`src/rtl/v1_pulse_capture_ctrl_if.sv`:
```
// rtl/v1_pulse_capture_ctrl_if.sv - event record valid/ready channel of the pulse capture controller
interface v1_pulse_capture_ctrl_if #(
    parameter int DATA_W = 17,
    parameter int TS_W   = 32,
    parameter int WID_W  = 8
);
    logic                     ev_valid;
    logic                     ev_ready;
    logic signed [DATA_W-1:0] ev_amp;
    logic [TS_W-1:0]          ev_ts;
    logic [WID_W-1:0]         ev_width;

    modport master (output ev_valid, ev_amp, ev_ts, ev_width, input ev_ready);
    modport slave  (input ev_valid, ev_amp, ev_ts, ev_width, output ev_ready);
endinterface

```
`src/rtl/v1_pulse_capture_ctrl.sv`:
```
// rtl/v1_pulse_capture_ctrl.sv - threshold-armed pulse peak/width capture; PILEUP_REJECT_EN adds a width limit
module v1_pulse_capture_ctrl #(
    parameter int DATA_W    = 17,
    parameter int TS_W      = 32,
    parameter int WID_W     = 8,
    parameter int DEAD_W    = 8,
    parameter int MAX_WIDTH = 64
) (
    input  logic                     clk,
    input  logic                     reset,
    input  logic                     enable,
    input  logic signed [DATA_W-1:0] sample,
    input  logic signed [DATA_W-1:0] threshold,
    input  logic [DEAD_W-1:0]        dead_time,
    v1_pulse_capture_ctrl_if.master  ev,
    output logic                     busy,
    output logic [15:0]              lost_cnt,
    output logic [15:0]              pileup_cnt
);
    typedef enum logic [2:0] {S_IDLE, S_WAIT, S_TRACK, S_EMIT, S_DEAD} state_t;

    localparam logic [WID_W-1:0] WID_SAT = '1;

    state_t                   state;
    logic [TS_W-1:0]          ts;
    logic [TS_W-1:0]          peak_ts;
    logic signed [DATA_W-1:0] peak;
    logic [WID_W-1:0]         width;
    logic [DEAD_W-1:0]        cnt;
    logic                     prev_above;
    logic                     above;
    logic                     slot_free;

    assign above     = sample > threshold;
    // The slot counts as free when the held record is being accepted this very cycle.
    assign slot_free = !ev.ev_valid || ev.ev_ready;
    assign busy      = (state != S_IDLE) && (state != S_WAIT);

`ifndef PILEUP_REJECT_EN
    assign pileup_cnt = '0;
`endif

    always_ff @(posedge clk or negedge reset) begin
        if (!reset) begin
            state       <= S_IDLE;
            ts          <= '0;
            peak_ts     <= '0;
            peak        <= '0;
            width       <= '0;
            cnt         <= '0;
            prev_above  <= 1'b0;
            lost_cnt    <= '0;
            ev.ev_valid <= 1'b0;
            ev.ev_amp   <= '0;
            ev.ev_ts    <= '0;
            ev.ev_width <= '0;
`ifdef PILEUP_REJECT_EN
            pileup_cnt  <= '0;
`endif
        end else begin
            ts         <= ts + 1'b1;
            prev_above <= above;
            if (ev.ev_valid && ev.ev_ready)
                ev.ev_valid <= 1'b0;

            if (!enable) begin
                state <= S_IDLE;
            end else begin
                case (state)
                    S_IDLE: state <= S_WAIT;
                    S_WAIT: begin
                        if (above && !prev_above) begin
                            state   <= S_TRACK;
                            peak    <= sample;
                            peak_ts <= ts;
                            width   <= WID_W'(1);
                        end
                    end
                    S_TRACK: begin
                        if (!above) begin
                            state <= S_EMIT;
                        end else begin
                            if (width != WID_SAT)
                                width <= width + 1'b1;
                            // Strict compare keeps the timestamp of the first maximum.
                            if (sample > peak) begin
                                peak    <= sample;
                                peak_ts <= ts;
                            end
`ifdef PILEUP_REJECT_EN
                            if (int'(width) + 1 >= MAX_WIDTH) begin
                                if (pileup_cnt != 16'hFFFF)
                                    pileup_cnt <= pileup_cnt + 1'b1;
                                cnt   <= dead_time;
                                state <= (dead_time == '0) ? S_WAIT : S_DEAD;
                            end
`endif
                        end
                    end
                    S_EMIT: begin
                        if (slot_free) begin
                            ev.ev_valid <= 1'b1;
                            ev.ev_amp   <= peak;
                            ev.ev_ts    <= peak_ts;
                            ev.ev_width <= width;
                        end else if (lost_cnt != 16'hFFFF) begin
                            lost_cnt <= lost_cnt + 1'b1;
                        end
                        cnt   <= dead_time;
                        state <= (dead_time == '0) ? S_WAIT : S_DEAD;
                    end
                    S_DEAD: begin
                        cnt <= cnt - 1'b1;
                        if (cnt == DEAD_W'(1))
                            state <= S_WAIT;
                    end
                    default: state <= S_IDLE;
                endcase
            end
        end
    end
endmodule

```
`src/flat_wrapper.sv`:
```
// flat-port wrapper written by rule: the top's interface ports become plain ports
module v1_pulse_capture_ctrl_flat 
#(
    parameter int DATA_W    = 17,
    parameter int TS_W      = 32,
    parameter int WID_W     = 8,
    parameter int DEAD_W    = 8,
    parameter int MAX_WIDTH = 64
)
  (clk, reset, enable, sample, threshold, dead_time, busy, lost_cnt, pileup_cnt, ev_ev_valid, ev_ev_amp, ev_ev_ts, ev_ev_width, ev_ev_ready);
  v1_pulse_capture_ctrl_if #(.DATA_W(DATA_W), .TS_W(TS_W), .WID_W(WID_W)) ev_i ();
  input  logic clk;
  input  logic reset;
  input  logic enable;
  input  logic signed [DATA_W-1:0] sample;
  input  logic signed [DATA_W-1:0] threshold;
  input  logic [DEAD_W-1:0] dead_time;
  output logic busy;
  output logic [15:0] lost_cnt;
  output logic [15:0] pileup_cnt;
  output wire logic [$bits(ev_i.ev_valid)-1:0] ev_ev_valid;
  output wire logic [$bits(ev_i.ev_amp)-1:0] ev_ev_amp;
  output wire logic [$bits(ev_i.ev_ts)-1:0] ev_ev_ts;
  output wire logic [$bits(ev_i.ev_width)-1:0] ev_ev_width;
  input wire logic [$bits(ev_i.ev_ready)-1:0] ev_ev_ready;
  assign ev_ev_valid = ev_i.ev_valid;
  assign ev_ev_amp = ev_i.ev_amp;
  assign ev_ev_ts = ev_i.ev_ts;
  assign ev_ev_width = ev_i.ev_width;
  assign ev_i.ev_ready = ev_ev_ready;
  v1_pulse_capture_ctrl #(.DATA_W(DATA_W), .TS_W(TS_W), .WID_W(WID_W), .DEAD_W(DEAD_W), .MAX_WIDTH(MAX_WIDTH)) u_core (.clk(clk), .reset(reset), .enable(enable), .sample(sample), .threshold(threshold), .dead_time(dead_time), .ev(ev_i), .busy(busy), .lost_cnt(lost_cnt), .pileup_cnt(pileup_cnt));
endmodule
```
`config.mk`:
```
export PLATFORM = sky130hd
export DESIGN_NAME = v1_pulse_capture_ctrl_flat
export DESIGN_NICKNAME = d
export VERILOG_FILES = /design/src/rtl/v1_pulse_capture_ctrl_if.sv /design/src/rtl/v1_pulse_capture_ctrl.sv /design/src/flat_wrapper.sv
export SDC_FILE = /design/constraint.sdc
export NUM_CORES = 1
export LEC_CHECK = 0
export CORE_MARGIN = 2
export CORE_UTILIZATION = 30
export DETAILED_ROUTE_END_ITERATION = 7
export GPL_ROUTABILITY_DRIVEN = 1
export GPL_TIMING_DRIVEN = 0
export HOLD_SLACK_MARGIN = 0.1
export PLACE_DENSITY = 0.6
export SETUP_SLACK_MARGIN = 0.5
export SLEW_MARGIN = 30
export SYNTH_ARGS = -nofsm -noshare
export SYNTH_HDL_FRONTEND = slang
export SYNTH_SLANG_ARGS = --single-unit
```
`constraint.sdc`:
```
create_clock -name clk -period 2.5 [get_ports clk]
set_input_delay 0.375 -clock clk [delete_from_list [all_inputs] [get_ports clk]]
set_output_delay 0.375 -clock clk [all_outputs]
set_load 0.01 [all_outputs]
```
# Yosys cells after proc, flatten, opt, wreduce, memory -nomap -nowiden
# Index checks and enable logic that the tools add are counted.
[totals]
ff_bits = 175
latch_bits = 0
ram_bits = 0
mem_bits_ro = 0
inputBits = 46
out_inout_bits = 91
wordCells = 74
mem_count = 0
[classes]
n_addsub = 4
multipliers = 0
div = 0
order_cmp = 2
n_eq_ne = 15
n_shift = 0
n_mux = 23
bitwise_logic = 1
n_reduce_logical = 17
[ops]
columns = ["op", "count"]
rows = [
  ["32-bit 2-to-1 mux", 3],
  ["32-bit case mux with 2 select lines", 1],
  ["17-bit 2-to-1 mux", 3],
  ["17-bit > comparator", 2],
  ["17-bit case mux with 2 select lines", 1],
  ["32-bit by 1-bit adder with 32-bit output (second input constant)", 1],
  ["8-bit case mux with 2 select lines", 2],
  ["8-bit 2-to-1 mux", 3],
  ["16-bit by 1-bit adder with 16-bit output (second input constant)", 1],
  ["16-bit != test (second input constant)", 1],
  ["3-bit 2-to-1 mux", 5],
  ["3-bit case mux with 5 select lines", 1],
  ["5-bit AND reduction", 2],
  ["8-bit by 1-bit adder with 8-bit output (second input constant)", 1],
  ["8-bit by 1-bit == test with 1-bit output (second input constant)", 1],
  ["8-bit zero test", 1],
  ["2-bit by 1-bit != test with 1-bit output (second input constant)", 4],
  ["8-bit != test (second input constant)", 1],
  ["8-bit by 1-bit subtractor with 8-bit output (second input constant)", 1],
  ["3-bit by 2-bit == test with 1-bit output (second input constant)", 2],
  ["3-bit by 2-bit != test with 1-bit output (second input constant)", 2],
  ["3-bit AND reduction", 2],
  ["1-bit 2-to-1 mux", 4],
  ["4-bit AND reduction", 1],
  ["other kinds (12)", 16],
]

# Longest topological paths before layout
[depth]
ltp_word = 5
mapped_depth = 10
depth_no_buf = 8

# Least setup slack after synthesis
# Ideal clock, no wire load.
[synth_timing]
kind = "input-to-reg"
startpoint = "input port threshold[16]"
endpoint = "register u_core.peak[10]"
setup_time_ns = 0.125
arrival_time_ns = 2.361
required_time_ns = 2.375
setup_slack_ns = 0.014
stages = 9
n_path_buf = 2
path_cell_list = "inv_1 > ha_1 > nand4_1 > or4_4 > o22ai_4 > nand3_4 > buf_6 > buf_12 > mux2_4"
[synth_between]
elab_chain_cells = 4
word_cells_on_any_way = 5
cone_classes = "1 x order compare; 2 x eq/ne; 2 x reduce/logical"
[synth_rtl]
columns = ["element", "line_no", "rtl"]
rows = [
  ["start, declared", "flat_wrapper.sv:16", "input logic signed [DATA_W-1:0] threshold;"],
  ["17-bit > comparator (*)", "v1_pulse_capture_ctrl.sv:34", "assign above = sample > threshold;"],
  ["1-bit logical AND", "v1_pulse_capture_ctrl.sv:72", "if (above && !prev_above) begin"],
  ["2-bit by 1-bit != test with 1-bit output (no line)", "-", ""],
  ["5-bit AND reduction (no line) (*)", "-", ""],
  ["end signal, assigned", "v1_pulse_capture_ctrl.sv:74", "peak <= sample;"],
  ["end signal, assigned", "v1_pulse_capture_ctrl.sv:87", "peak <= sample;"],
  ["end, declared", "v1_pulse_capture_ctrl.sv:27", "logic signed [DATA_W-1:0] peak;"],
]
# Every way passes the cells marked *; elsewhere a longest branch is shown, timed or not.
# A chain may end at the register's enable or synchronous reset.

# Worst setup path in the final report
[layout_timing]
startpoint = "register u_core.peak[13]"
endpoint = "register u_core.peak_ts[22]"
[layout_between]
elab_chain_cells = 3
[layout_rtl]
columns = ["element", "line_no", "rtl"]
rows = [
  ["17-bit > comparator", "v1_pulse_capture_ctrl.sv:86", "if (sample > peak) begin"],
  ["2-bit by 1-bit != test with 1-bit output (no line)", "-", ""],
  ["5-bit AND reduction (no line)", "-", ""],
  ["end signal, assigned", "v1_pulse_capture_ctrl.sv:75", "peak_ts <= ts;"],
  ["end signal, assigned", "v1_pulse_capture_ctrl.sv:88", "peak_ts <= ts;"],
  ["end, declared", "v1_pulse_capture_ctrl.sv:26", "logic [TS_W-1:0] peak_ts;"],
]
# Every way passes these cells.

==> results_dict.tcl <==
set metrics [dict create \
    irDropWorstVdd_uv 414 \
    power_total_mw 8.82 \
    postSynthRegisterBits 175 \
    post_synth_top_area_cell "sky130_fd_sc_hd__dfrtp_1" \
    dp.final_hpwl_um 13400 \
    worst_r2r_path_depth 11 \
    crit_path_largest_cell_delay_ns 0.40 \
    initial_core_util_pct 30.6 \
    clock_sinks 175 \
    cp_common_cell "sky130_fd_sc_hd__buf_6" \
    route.detailed.vias_per_inst 4.59 \
    final_nets 967 \
    final_min_period_over_clock_period_pct 95.7 \
    drive_gt1_share_pct 37.4 \
    drt-wirelength-per-cell_um 15.4 \
    drv_slew 0 \
    place.gp.congestion 0.801 \
    crit-reg2reg-capture "u_core.peak_ts[22]" \
    clk_pin_slew_worst_paths_ns 0.07 \
    post-route-min-period_ns 2.39 \
    finalClockSkew_ns 0.0143 \
    power_leakage_nw 5.37 \
    synthMostInstantiatedCell "sky130_fd_sc_hd__dfrtp_1" \
    yosys_most_used_dff "sky130_fd_sc_hd__dfrtp_1" \
    first_iter_violations 236 \
    area_growth_syn_to_layout_pct 40.7 \
    post_dp_cell_area_um2 10300 \
    slew_headroom_pct 60.7 \
    critical_path_peak_fanout 5 \
    avgSynthCellArea_um2 12.1 \
    remaining_drc_errors 0 \
    cts_tree "yes" \
    synth.cell_area_um2 8310 \
    pin_count_of_the_biggest_net_entering_global_routing 70 \
    first_global_vias 5843 \
    synth_top_cell_area_share_pct 52.7 \
    die_x_um 170 \
    synthTopCellsByArea "sky130_fd_sc_hd__dfrtp_1 53%, sky130_fd_sc_hd__mux2_2 13%, sky130_fd_sc_hd__ha_1 5.9%" \
    die_area_um2 29000 \
    design_area_um2 11700 \
    r2r-start "u_core.peak[13]" \
    seq_area_frac_synth_pct 52.7 \
    setup.worst_path.end "u_core.peak_ts[22]" \
    port_buffers 120 \
    ant_nets 0 \
    synth_warnings 0 \
    timing.critical_path.buf_inv 4 \
    synth-async-reset-ratio_pct 100 \
    worst-path-stages 11 \
    worst_skew_pair.late_latency_ns 0.43 \
    worst-endpoint-arrival_ns 2.70 \
    timing.critical_path.from "u_core.peak[13]" \
    worst_setup_path_start_kind "flip-flop" \
    max-cap-violations 0 \
    unrepaired_setup_endpoints_after_global_routing "yes" \
    total_power_per_unit_cell_area_nw_per_um2 755 \
    multi_input_area_um2 4140 \
    top_level_ports 137 \
    grt_first_pass_wirelength_um 31300 \
    ctsLongestPathBuffers 2 \
    holdCritPathClass "in2reg" \
    gr-usage-all-layers_pct 13.7 \
    rows 60 \
    dieHeight_um 170 \
    core_area_um2 27100 \
    layout.filler_cells 2533 \
    achievable-frequency_ghz 0.418 \
    end_kind "flip-flop" \
    reg2reg_slack_ns 0.11 \
    cts_inserted_buffers 17 \
    finalWirelength_um 19500 \
    synth_common_cells "175 x sky130_fd_sc_hd__dfrtp_1, 98 x sky130_fd_sc_hd__mux2_2, 44 x sky130_fd_sc_hd__inv_1" \
    syn-instance-count 686 \
    worst_path_dominant_cell_family "compound AO/OA/AOI/OAI gates" \
    worst-setup-path-type "reg2reg" \
    drt_pre_antenna_iters 4 \
    cts.htree.levels 4 \
    globalRoute.totalOverflow 0 \
    finalHoldViolations 0 \
    cpMaxStageDelayCell "sky130_fd_sc_hd__dfrtp_1" \
    synthDistinctLibCells 57 \
    cell_at_the_root_of_the_clock_tree "sky130_fd_sc_hd__clkbuf_16" \
    crit_required_ns 2.81 \
    dr_total_vias 5826 \
    ff_latch_area_um2 4380 \
    finalSetupViolations 0 \
    tightestPinTransition_ns 0.584 \
    synth_enable_flop_cells 0 \
    antenna_found_initial 2 \
    worstPathCellList "inv_2 -> ha_4 -> nand4_1 -> a21oi_2 -> nor4_2 -> a311oi_2 -> nand3_4 -> buf_6 -> buf_6 -> buf_8 -> mux2_4" \
    status "complete, no violations" \
]
[registers in the layout, indices dropped and copies added, names as in the netlist]
name,cells
u_core.state,3
u_core.peak,17
u_core.cnt,8
u_core.width,8
u_core.ev.ev_amp,17
u_core.prev_above,1
u_core.ev.ev_width,8
u_core.peak_ts,32
u_core.ev.ev_valid,1
u_core.lost_cnt,16
u_core.ts,32
u_core.ev.ev_ts,32
[what timing repair did]
item / CTS / global route
hold endpoints to repair: 67 / 0
hold buffers: 1 / 0
pin swaps: 21 / 18
setup endpoints to repair: 137 / 112
gates cloned: 1 / 1
buffers inserted: 24 / 13
resized for setup: 148 / 87
[where the power goes]
| group | switching (mW) | internal [mW] |
|---|---|---|
| Combinational | 1.03 | 1.37 |
| Clock | 1.32 | 1.45 |
| Sequential | 0.334 | 3.31 |
[stage by stage]
| stage | hold slack (ns) | util, % | TNS, ns | setup slack [ns] | cells |
|---|---|---|---|---|---|
| after global routing | 0.244 | 43.1 | -0.172 | -0.0205 | 1268 |
| final | 0.256 | 43.1 | 0 | 0.107 | 1269 |
| after global placement | 0.471 | 37.9 | -1247.36 | -6.66 | 1193 |
| after floorplan | 0.0794 | - | 0 | 0.0669 | 701 |
| after CTS | 0.316 | 42.1 | 0 | 0.135 | 1253 |
| after detailed placement | 0.389 | 38.1 | -84.89 | -1.01 | 1195 |
[cell usage in the layout (no fill, tap or decap), types with 4 or more instances in the layout]
cell | synthesis | routed
sky130_fd_sc_hd__mux2_4 | 10 | 15
sky130_fd_sc_hd__clkdlybuf4s15_2 | 0 | 4
sky130_fd_sc_hd__nand3_1 | 32 | 29
sky130_fd_sc_hd__xnor2_1 | 34 | 34
sky130_fd_sc_hd__a21oi_2 | 0 | 4
sky130_fd_sc_hd__mux2_2 | 98 | 93
sky130_fd_sc_hd__inv_2 | 0 | 16
sky130_fd_sc_hd__dlygate4sd2_1 | 0 | 8
sky130_fd_sc_hd__clkbuf_2 | 0 | 9
sky130_fd_sc_hd__o21ai_0 | 19 | 17
sky130_fd_sc_hd__buf_6 | 2 | 13
sky130_fd_sc_hd__inv_4 | 0 | 6
sky130_fd_sc_hd__buf_2 | 0 | 15
sky130_fd_sc_hd__a211oi_2 | 0 | 4
sky130_fd_sc_hd__dfrtp_1 | 175 | 172
sky130_fd_sc_hd__xor2_1 | 11 | 11
sky130_fd_sc_hd__clkbuf_16 | 0 | 18
sky130_fd_sc_hd__ha_4 | 0 | 21
sky130_fd_sc_hd__inv_1 | 44 | 21
sky130_fd_sc_hd__nand2_1 | 31 | 29
sky130_fd_sc_hd__clkinv_8 | 0 | 4
sky130_fd_sc_hd__ha_1 | 39 | 17
sky130_fd_sc_hd__and3_1 | 16 | 13
sky130_fd_sc_hd__a21oi_1 | 20 | 16
sky130_fd_sc_hd__clkdlybuf4s15_1 | 0 | 6
sky130_fd_sc_hd__buf_4 | 20 | 41
sky130_fd_sc_hd__nor2_1 | 27 | 22
sky130_fd_sc_hd__nor2_4 | 0 | 4
sky130_fd_sc_hd__nand4_1 | 18 | 18
sky130_fd_sc_hd__conb_1 | 1 | 16
sky130_fd_sc_hd__and4_1 | 9 | 6
sky130_fd_sc_hd__clkdlybuf4s50_1 | 0 | 83
sky130_fd_sc_hd__buf_8 | 0 | 5
[worst register-to-register path, delay by kind of cell, from the launching register on]
kind                       cells  cell delay [ns]
adders and majority gates      1             0.27
muxes                          1             0.29
AOI/OAI and AO/OA              2             0.55
and+or+nand+nor                3             0.32
buffers and inverters          4             0.46
DFF                            1             0.40
[layer usage]
layer | global-route usage [%] | up-vias | part of all wire (%)
met1 | 18.7 | 2908 | 48
li1 | - | 2801 | -
met2 | 21.8 | 110 | 46
met4 | 2.45 | 0 | 0.50
met3 | 4.19 | 7 | 5.5
met5 | 0 | - | 0
[cell families after synthesis]
kind of cell,Yosys count,synth area share [%]
other cells,1,0.0452
compound gates,71,5.57
flops,175,52.7
fa+ha+maj,39,5.88
mux,109,15.2
buf+inv,79,4.85
xor+xnor,45,4.75
simple gates,167,11.0
[final cells by class]
cell class,count,area share [%]
plain buffers,35,2.76
diodes,2,0.0428
inverters,44,1.65
flip-flops and latches,175,37.5
clock inverters,15,1.65
repair buffers,162,13.4
clock buffers,17,3.64
multi-input cells,447,35.4
well taps,372,3.98
[worst min-delay path by stage]
stage	from	to	slack, ns	depth (start not counted)
6_report	sample[8]	u_core.peak[8]	0.26	2
5_1_grt	sample[8]	u_core.peak[8]	0.24	2
4_1_cts	sample[15]	u_core.peak[15]	0.32	2
3_5_place_dp	reset	u_core.ev.ev_amp[14]	0.39	1
3_3_place_gp	u_core.ts[31]	u_core.ts[31]	0.47	1
2_1_floorplan	reset	u_core.cnt[0]	0.08	0
(Power assumes the default switching activity.)
==> RTL change 1, RTL diff (config.mk and constraints unchanged) <==
Add an input register stage for `threshold`, with the module's reset; this delays it by one clock. The other inputs are not delayed to match.
--- a/src/rtl/v1_pulse_capture_ctrl.sv
+++ b/src/rtl/v1_pulse_capture_ctrl.sv
@@ -22,4 +22,14 @@
     localparam logic [WID_W-1:0] WID_SAT = '1;
 
+    logic signed [DATA_W-1:0] threshold_q;
+
+    always_ff @(posedge clk or negedge reset) begin
+        if (!reset) begin
+            threshold_q <= '0;
+        end else begin
+            threshold_q <= threshold;
+        end
+    end
+
     state_t                   state;
     logic [TS_W-1:0]          ts;
@@ -32,5 +42,5 @@
     logic                     slot_free;
 
-    assign above     = sample > threshold;
+    assign above     = sample > threshold_q;
     // The slot counts as free when the held record is being accepted this very cycle.
     assign slot_free = !ev.ev_valid || ev.ev_ready;
Formal check against the unedited RTL: not equivalent (Yosys sat finds a counterexample within 4 cycles, from zero or initial values and one cycle with reset low).
==> RTL change 1 against the unedited design <==
  * The run now ends with setup timing left
  * Die area grew 5.1%
  * Count of clock-buffer cells in the layout rose by 1
  * Sequential cell count grew 17
  * Worst setup slack worse by 480 ps
  * Via count rose by 2.2%
  * Power down 1.5%
  * Design area is 1.5% higher
  * Area after synthesis rose by 5.2%
  * Combinational power is 20% lower
  * Sequential share of layout area rose by 3.0 points
  * Clock skew rose by 3.4 ps
  * Wire length fell by 0.88%
  * Largest power group unchanged
==> RTL change 1: results (changes against the unedited design) <==
Parameter                              Value

Outcome
  Result of the run    finished, violations left
  Violated checks    setup timing

Clocking
  TritonCTS buffer count    17 (unchanged)
  CTS clock-pin slew for the worst setup and hold paths    80 ps
  Number of buffers between clock root and the deepest sink    2 (unchanged)
  Number of levels in the clock H-tree    4 (unchanged)
  Clock root cell    sky130_fd_sc_hd__clkbuf_16

Global routing
  Global-route wire length before repair    31.8 mm (+1.7%)
  Pin count of the biggest net entering global routing    83 (+19%)
  Number of global-route vias before repair    6015 (+2.9%)
  Antenna violations before repair    0 (-2)
  Global router's overall resource usage    0.132 (-0.00554)

Synthesis
  Unique masters post-synth    54 (-5.3%)
  Part of the Yosys area used for sequential elements    0.550 (+0.0226)
  Fraction of synthesis flops using an asynchronous set or reset pin    1.00 (unchanged)
  Synth area leaders    sky130_fd_sc_hd__dfrtp_1, sky130_fd_sc_hd__mux2_2, sky130_fd_sc_hd__ha_1, sky130_fd_sc_hd__xnor2_1, sky130_fd_sc_hd__inv_1
  Synth top cells by count    sky130_fd_sc_hd__dfrtp_1, sky130_fd_sc_hd__mux2_2, sky130_fd_sc_hd__inv_1
  Total of warnings raised by yosys    0 (unchanged)

Timing
  Final setup viols    58 (+58)
  Worst Slack Setup Final    -378 ps (-485 ps)
  Tightest Pin Transition    508 ps (-76.4 ps)
  Final count of hold timing violations    0 (unchanged)
  Layout Skew    17.7 ps (+3.44 ps)

Setup path
  Worst EP arrival    3200 ps (+500 ps)
  Largest fanout on the critical path    5 (unchanged)
  CP max-delay cell    sky130_fd_sc_hd__or4b_4
  Crit path largest cell delay    510 ps (+110 ps)

Final layout
  Regs by FF count    u_core.ev.ev_ts (32), u_core.peak_ts (32), u_core.ts (32)
  N_diodes    0 (-2)
  Total of fill cells in the finished design    2732 (+7.9%)
  Total Nets Final    993 (+2.7%)
  Ratio of cells with drive above 1 in the final layout    0.273 (-0.102)

Placed design
  # port buffers    120 (unchanged)
  HPWL Detailed    13.5 mm (+0.71%)
  Weighted congestion reported at the end of routability-driven placement    0.799 (-0.21%)

Routing
  Post-detailed-route via-to-cell ratio    4.56 (-0.59%)
  Routed wire length on met2    8.98 mm (-0.89%)
  Number of iterations in the first detailed-routing pass    4 (unchanged)
  Routed met3 length    796 µm (-26%)
  DRC violation total after the first TritonRoute iteration    289 (+22%)
  Average routed wire per standard cell    14.8 µm (-3.6%)
  Wire length on met1    9.21 mm (-0.96%)

Power
  Maximum ir drop on the vdd rail    544 µV (+32%)
  Leakage    5.49 nW (+2.4%)

Min path
  Min-Delay Path Class    primary input to flop
RTL change 1: worst max-delay path: cells and delay by family, from the launching register on:
kind | cells | cell delay [ps]
AO/OA/AOI/OAI | 2 | 470
buffers and inverters | 4 | 460
flip-flops | 1 | 340
AND/OR/NAND/NOR | 3 | 920
multiplexers | 1 | 290
adder cells (fa/ha/maj) | 1 | 270
RTL change 1: path summary, 6_finish.rpt:
kind / from / to / slack, ps / depth (start not counted)
worst min register to register: u_core.ts[31] / u_core.ts[31] / 480 / 1
worst max-delay path: u_core.threshold_q[1] / u_core.peak_ts[24] / -380 / 11
max in group asynchronous: reset / u_core.ts[16] / 970 / 4
worst min-delay path: threshold[6] / u_core.threshold_q[6] / 360 / 1
worst max register to register: u_core.threshold_q[1] / u_core.peak_ts[24] / -380 / 11
min in group asynchronous: reset / u_core.lost_cnt[8] / 420 / 2
RTL change 1: logic make-up (layout without fill, tap and decap cells):
| kind of cell | after synthesis | in the layout | share of synthesized area |
|---|---|---|---|
| xor gates and xnor gates | 45 | 45 | 0.0451 |
| and+or+nand+nor | 172 | 172 | 0.101 |
| buffers and inverters | 86 | 268 | 0.0462 |
| DFF | 192 | 192 | 0.550 |
| other | 1 | 16 | 0.000429 |
| muxes | 109 | 109 | 0.145 |
| adders and majority gates | 39 | 39 | 0.0558 |
| AOI/OAI and AO/OA | 80 | 80 | 0.0570 |
RTL change 1: layer usage:
metal	GRT usage	vias up
li1	-	2892
met1	0.179	2925
met2	0.205	116
met3	0.0346	23
met4	0.0438	0
met5	0	-
RTL change 1: through the flow:
stage	setup TNS, ps	instance area (µm²)	utilization	std cells	worst slack [ps]
3_5_place_dp	-83240	10600	0.371	1245	-1190
5_1_grt	-23910	11900	0.413	1305	-463
3_3_place_gp	-1482810	10600	0.369	1243	-7310
2_1_floorplan	-3120	8900	-	739	-170
4_1_cts	-18840	11700	0.407	1295	-400
6_report	-18650	11900	0.413	1305	-378
RTL change 1: cell type report:
class                           count  share of cell area
Buffer                             38              0.0328
Clock buffer                       18              0.0370
Clock inverter                     14              0.0156
Inverter                           48              0.0152
Multi-Input combinational cell    461               0.327
Sequential cell                   192               0.405
Tap cell                          384              0.0405
Timing Repair Buffer              150               0.127
RTL change 1: power breakdown:
part | internal, mW | switching [mW]
logic | 1.05 | 0.865
clock network | 1.47 | 1.39
registers | 3.56 | 0.355
RTL change 1: what timing repair did:
item                       4_1_cts  5_1_grt
hold endpoints to repair        43        0
gates resized for setup         74       26
setup endpoints to repair      135       98
setup buffers                   15       10
cloned                           2        0
pin swaps                       17       10
hold buffers                     1        0
==> RTL change 2, RTL diff (config.mk and constraints unchanged) <==
Without the edit above. Build with the macro `PILEUP_REJECT_EN` defined.
--- a/src/rtl/v1_pulse_capture_ctrl.sv
+++ b/src/rtl/v1_pulse_capture_ctrl.sv
@@ -1,3 +1,5 @@
 // rtl/v1_pulse_capture_ctrl.sv - threshold-armed pulse peak/width capture; PILEUP_REJECT_EN adds a width limit
+`define PILEUP_REJECT_EN
+
 module v1_pulse_capture_ctrl #(
     parameter int DATA_W    = 17,
Function: same outputs for any inputs over 4 cycles, from zero or initial values and one cycle with reset low; that may be too few to reach the edited logic, so the function may still have changed.
==> RTL change 2 against the unedited design <==
  * Wire length up 31%
  * Power up 9.6%
  * Design area up 21%
  * Worst setup slack better by 140 ps
  * Sequential cell count up 16
  * Sequential share of layout area down 3.5 points
  * Area after synthesis up 12%
==> RTL change 2: results (changes against the unedited design) <==
Parameter                              Value

Setup path
  Worst EP arrival    2590 ps (-110 ps)
  CP max-delay cell    sky130_fd_sc_hd__or4_4
  Kind of cell adding the most delay to the critical path    simple AND/OR/NAND/NOR gates
  Source of the critical timing path    sample[10]
  Slack of the worst reg-to-reg path    240 ps (+140 ps)
  RR Endpoint    u_core.peak_ts[29]
  Largest fanout on the critical path    6 (+1)

Power
  Maximum ir drop on the vdd rail    408 µV (-1.4%)
  Leakage    6.34 nW (+18%)

Outcome
  Result of the run    complete, no violations

Timing
  Layout Skew    17.4 ps (+3.16 ps)
  Fin Hold WS    175 ps (-80.8 ps)

Placed design
  # port buffers    136 (+13%)
  Weighted congestion reported at the end of routability-driven placement    0.855 (+6.8%)
  Dpl ws    -740 ps (+271 ps)
  # placed instances    1330 (+11%)
  HPWL Detailed    15.9 mm (+18%)

Global routing
  Antenna violations before repair    1 (-1)
  Global-route wire length before repair    38.9 mm (+24%)
  Global router's overall resource usage    0.149 (+0.0115)

Routing
  Routed WL    25.5 mm (+31%)
  DRC violation total after the first TritonRoute iteration    477 (+100%)
  Post-detailed-route via-to-cell ratio    4.97 (+8.4%)

Min path
  Worst hold endpoint    u_core.peak[13]

Synthesis
  Unique masters post-synth    68 (+19%)
  XOR/XNOR share of the synthesized area    0.0555 (+0.00806)
  Synth top cells by count    sky130_fd_sc_hd__dfrtp_1, sky130_fd_sc_hd__mux2_2, sky130_fd_sc_hd__inv_1
  Post-synthesis share of cell area spent on full adders, half adders and majority gates    0.0538 (-0.00498)

Final layout
  Total of fill cells in the finished design    2747 (+8.4%)
RTL change 2: cell count changes in the layout (fill, tap and decap cells not counted), sizes merged, moves of 8 or more:
cell and change:
xnor2 +9, nand2 +8, nand4 +8, nor3 +12, nor2 +9, nand3 +12
dfrtp +16, buf +68, clkdlybuf4s50 +17, conb -16, clkdlybuf4s15 -8
RTL change 2: power breakdown:
part | internal [mW] | switching (mW) | leakage [nW]
Sequential | 3.54 | 0.295 | 2.55
Clock | 1.46 | 1.37 | 0.297
Combinational | 1.64 | 1.36 | 3.49
RTL change 2: cell families after synthesis:
kind of cell,after synthesis
AND/OR/NAND/NOR,218
flip-flops,191
multiplexers,110
AO/OA/AOI/OAI,100
buffers and inverters,78
XOR/XNOR,59
adder cells (fa/ha/maj),40
RTL change 2: layout make-up:
| cell class | count | share of cell area |
|---|---|---|
| buffer | 27 | 0.0241 |
| tap | 396 | 0.0352 |
| clock buffer | 18 | 0.0312 |
| clock inverter | 14 | 0.0122 |
| timing repair buffer | 242 | 0.169 |
| sequential | 191 | 0.340 |
| inverter | 51 | 0.0157 |
| multi-input combinational | 527 | 0.373 |
RTL change 2: routing by layer:
metal / vias to the layer above / wire length (µm) / track usage
met1: 3664 / 10900 / 0.188
met4: 0 / 448 / 0.0506
met5: - / 0 / 0
met3: 45 / 1420 / 0.0437
li1: 3399 / - / -
met2: 185 / 12700 / 0.244
RTL change 2: what timing repair did:
item                                   4_1_cts  5_1_grt
buffers inserted                            65       32
hold buffers                                 1        0
endpoints found under the hold margin       28        0
gates resized for setup                    253      150
gates cloned                                 2        4
setup endpoints to repair                  164      133
pin swaps                                   80       73
